==> config.mk <==
export PLATFORM = sky130hd
export DESIGN_NAME = alu_seq_driver
export DESIGN_NICKNAME = d
export VERILOG_FILES = /design/src/rtl/alu_seq_driver.sv
export SDC_FILE = /design/constraint.sdc
export NUM_CORES = 1
export LEC_CHECK = 0
export ABC_CLOCK_PERIOD_IN_PS = 1900
export BUFFER_PORTS_ARGS = -buffer_cell sky130_fd_sc_hd__buf_2
export CAP_MARGIN = 20
export CORE_MARGIN = 2
export CORE_UTILIZATION = 46
export DETAILED_ROUTE_END_ITERATION = 6
export PLACE_DENSITY = 0.77
export SETUP_SLACK_MARGIN = 0.1
export SYNTH_ARGS = -nofsm -noshare
export SYNTH_HDL_FRONTEND = slang
export SYNTH_SLANG_ARGS = --single-unit
==> constraint.sdc <==
create_clock -name clk -period 1.9 [get_ports clk]
set_input_delay 0.475 -clock clk [delete_from_list [all_inputs] [get_ports clk]]
set_output_delay 0.475 -clock clk [all_outputs]
set_load 0.1 [all_outputs]
==> src/rtl/alu_seq_driver.sv <==
`default_nettype none
// ===========================================================================
// alu_seq_driver : issues one command at a time to an external combinational
//                  ALU and holds its response. Optional accumulator via the
//                  ALU_SEQ_ACC_EN macro.
// Revision: 1.0
// ===========================================================================
module alu_seq_driver (
  input  logic       clk,
  input  logic       rst,
  input  logic       cmd_valid,
  output logic       cmd_ready,
  input  logic [2:0] cmd_op,
  input  logic [3:0] cmd_a,
  input  logic [3:0] cmd_b,
  input  logic       cmd_acc,
  output logic [3:0] alu_a,
  output logic [3:0] alu_b,
  output logic [2:0] alu_op,
  input  logic [7:0] alu_res,
  output logic       rsp_valid,
  input  logic       rsp_ready,
  output logic [5:0] rsp_data,
  output logic       rsp_carry,
  output logic       rsp_zero,
  output logic       rsp_err,
  output logic [7:0] op_count
);

  typedef enum logic [1:0] {
    IDLE  = 2'd0,
    DRIVE = 2'd1,
    RESP  = 2'd2
  } state_t;

  state_t     r_state;
  state_t     w_next_state;
  logic [3:0] w_eff_a;
  logic       w_accept;
  logic       w_capture;
  logic       w_retire;

  assign w_accept  = (r_state == IDLE) && cmd_valid;
  assign w_capture = (r_state == DRIVE);
  assign w_retire  = (r_state == RESP) && rsp_ready;

`ifdef ALU_SEQ_ACC_EN
  logic [3:0] r_acc;

  always_ff @(posedge clk or posedge rst) begin
    if (rst) begin
      r_acc <= 4'd0;
    end else if (w_capture) begin
      r_acc <= alu_res[3:0];
    end
  end

  assign w_eff_a = cmd_acc ? r_acc : cmd_a;
`else
  logic w_unused_acc;
  assign w_unused_acc = cmd_acc;
  assign w_eff_a      = cmd_a;
`endif

  always_ff @(posedge clk or posedge rst) begin
    if (rst) begin
      r_state <= IDLE;
    end else begin
      r_state <= w_next_state;
    end
  end

  always_comb begin
    w_next_state = r_state;
    cmd_ready    = 1'b0;
    case (r_state)
      IDLE: begin
        cmd_ready = 1'b1;
        if (cmd_valid) w_next_state = DRIVE;
      end
      DRIVE:   w_next_state = RESP;
      RESP:    if (rsp_ready) w_next_state = IDLE;
      default: w_next_state = IDLE;
    endcase
  end

  // alu_* stay untouched outside acceptance so the ALU sees stable operands
  // through DRIVE and for the whole of RESP.
  always_ff @(posedge clk or posedge rst) begin
    if (rst) begin
      alu_a     <= 4'd0;
      alu_b     <= 4'd0;
      alu_op    <= 3'd0;
      rsp_valid <= 1'b0;
      rsp_data  <= 6'd0;
      rsp_carry <= 1'b0;
      rsp_zero  <= 1'b0;
      rsp_err   <= 1'b0;
      op_count  <= 8'd0;
    end else begin
      if (w_accept) begin
        alu_a   <= w_eff_a;
        alu_b   <= cmd_b;
        alu_op  <= cmd_op;
        rsp_err <= (cmd_op == 3'b011) && (cmd_b == 4'd0);
      end
      if (w_capture) begin
        rsp_data  <= alu_res[5:0];
        rsp_carry <= alu_res[6];
        rsp_zero  <= alu_res[7];
        rsp_valid <= 1'b1;
      end
      if (w_retire) begin
        rsp_valid <= 1'b0;
        op_count  <= op_count + 8'd1;
      end
    end
  end

endmodule
`default_nettype wire

==> impl_metrics.env <==
export IMPL_drtIter0Drc=10
export IMPL_grt_pass1_vias=933
export IMPL_netlist_area_leader_share_pct=59.90
export IMPL_drive_gt1_share_pct=60.54
export IMPL_dieHeight_um=57.06
export IMPL_cp_arrival_ns=1.22
export IMPL_numPortBuffers=52
export IMPL_crit_required_ns=1.42
export IMPL_drtPass1Iterations=3
export IMPL_dieArea_um2=3256
export IMPL_path_cells="nor2_2 -> buf_4"
export IMPL_hold_path_class="in -> async"
export IMPL_grt_use_total_pct=15.56
export IMPL_crit_type="reg -> out"
export IMPL_cts_hold_buf=0
export IMPL_period_minus_slack_ns=1.698
export IMPL_final_setup_tns_ns=0
export IMPL_utilization_pct=60.94
export IMPL_drv_max_cap_violation_count=0
export IMPL_clk_pin_slew_ns=0.09
export IMPL_antenna_cells=0
export IMPL_vias=872
export IMPL_fillers=237
export IMPL_dp_hpwl_um=1727
export IMPL_cts_made_buffers=5
export IMPL_start_kind="flip-flop"
export IMPL_fmax_ghz=0.5891
export IMPL_cts_sinks=31
export IMPL_syn_nets=113
export IMPL_cts_setup_buffers=0
export IMPL_initial_core_util_pct=47.78
export IMPL_area_growth_syn_to_layout_pct=27.54
export IMPL_io_pins=54
export IMPL_synthCells=88
export IMPL_cp_buffers_inverters=1
export IMPL_crit_family="flip-flops"
export IMPL_chipWidth_um=57.06
export IMPL_grt_antenna_before_repair=0
export IMPL_max_slew_margin_rel_pct=67.69
export IMPL_ant_nets=0
export IMPL_viasPerCell=4.899
export IMPL_ys_ff_latch=31
export IMPL_slowest_stage="dfrtp_1"
export IMPL_status="finished, final reports clean"
export IMPL_yosys_area_top_type="dfrtp_1"
export IMPL_yosysWarnings=0
export IMPL_grt_overflow=0
export IMPL_cts_tree="done"
export IMPL_clock_latency_ns=0.31
export IMPL_path_max_fanout=6
export IMPL_synth_cell_types=23
export IMPL_grt_start_max_net_pins=23
export IMPL_drv_slew=0
export IMPL_period_share_pct=89.35
export IMPL_ys_seq_area_share_pct=59.90
export IMPL_routedWlPerCell_um=12.41
export IMPL_grt_pass1_wl_um=3919
export IMPL_rsz0062_at_grt="no"
export IMPL_layout_commonest_cell="buf_2"
export IMPL_layout_nets=172
export IMPL_num_rows=19
export IMPL_stdcell_area_um2=1652
export IMPL_cts_root_buf="clkbuf_4"
export IMPL_syn_area_per_cell_um2=14.72
export IMPL_drc=0
export IMPL_setup_viol=0
export IMPL_holdWs_ns=0.1112
export IMPL_worstMarginPinSlew_ns=0.4880
export IMPL_core_um2=2710
export IMPL_syn_area_um2=1295
export IMPL_wl_um=2209
export IMPL_cp_end_kind="output pin"
export IMPL_critPathMaxStageDelay_ns=0.48
export IMPL_finClkSkew_ns=0.004174
export IMPL_hold_viol=0
export IMPL_final_cell_mix="buf_2 (51), dfrtp_1 (28), mux2_2 (13), mux2_4 (7)"
export IMPL_cts_buffer_depth=2
export IMPL_synth_area_top_cells="dfrtp_1 (60%), mux2_2 (11%), mux2_4 (8.1%)"
export IMPL_place_gp_congestion=0.7290
export IMPL_dpl_cell_area_um2=1593
export IMPL_cts_htree_levels=2
-- path summary, 6_finish.rpt --
check	startpoint	to	slack, ns	depth (start not counted)
min in group clk	cmd_a[1]	alu_a[1]	0.39	2
worst max register to register	r_state[1]	alu_op[0]	0.50	3
worst min register to register	op_count[7]	op_count[7]	0.47	1
worst max-delay path	r_state[1]	cmd_ready	0.20	2
max in group asynchronous	rst	op_count[2]	1.17	3
worst min-delay path	rst	alu_op[0]	0.11	2
-- registers in the layout (all words and copies together) (netlist names) --
signal and cells:
alu_a 4, alu_op 3, alu_b 4, rsp_data 6, rsp_valid 1, r_state 2, rsp_zero 1, rsp_err 1
op_count 8, rsp_carry 1
-- layout make-up --
class                           count  area [µm²]  share of cell area [%]
Inverter                            4       15.01                  0.9091
Sequential cell                    31       779.5                   47.20
Tap cell                           31       38.79                   2.348
Timing Repair Buffer               54       277.8                   16.82
Clock buffer                        6       51.30                   3.106
Multi-Input combinational cell     51       484.2                   29.32
Clock inverter                      1       5.005                  0.3030
-- per-stage QoR --
step / worst slack (ns) / instances
CTS: 0.1872 / 178
finish: 0.2024 / 178
global route: 0.1274 / 178
floorplan: 0.1629 / 88
global placement: 0.4291 / 171
detailed placement: 0.4149 / 171
-- timing repair --
item                       CTS  global route
gates resized for setup      1             0
hold endpoints to repair     0             0
setup endpoints to repair    1             0
-- cell usage after synthesis --
| cell type | n |
|---|---|
| or2b_1 | 1 |
| nand4_1 | 3 |
| nand2_1 | 3 |
| xor2_1 | 5 |
| mux2_4 | 7 |
| nor3_2 | 2 |
| nor2_1 | 5 |
| nand3b_1 | 1 |
| mux2_2 | 13 |
| xnor2_1 | 2 |
| ha_1 | 1 |
| nand2b_1 | 1 |
| nor4b_1 | 1 |
| a21boi_0 | 1 |
| buf_4 | 1 |
| dfrtp_1 | 31 |
| nor3b_4 | 1 |
| buf_8 | 1 |
| inv_1 | 4 |
| o21ai_0 | 1 |
| or2_1 | 1 |
| nand4b_2 | 1 |
| o21ai_1 | 1 |
-- per-layer routing --
metal  GRT usage, %  vias up  wire length, µm
li1               -      417                -
met1          18.58      420              925
met2          25.94       32             1100
met3          5.442        3              160
met4          5.980        0               23
met5              0        -                0
-- kinds of logic (layout without fill, tap and decap cells) --
logic type               Yosys count  after routing  share of synthesized area, %
multiplexers                      20             20                         19.42
AO/OA/AOI/OAI                      3              3                         1.352
buffers and inverters              6             65                         2.898
flip-flops                        31             31                         59.90
XOR/XNOR                           7              7                         4.734
adder cells (fa/ha/maj)            1              1                        0.9660
AND/OR/NAND/NOR                   20             20                         10.73
Power is not shown: default switching activity piles up to over one toggle a cycle in this logic, so the estimate is an artifact.
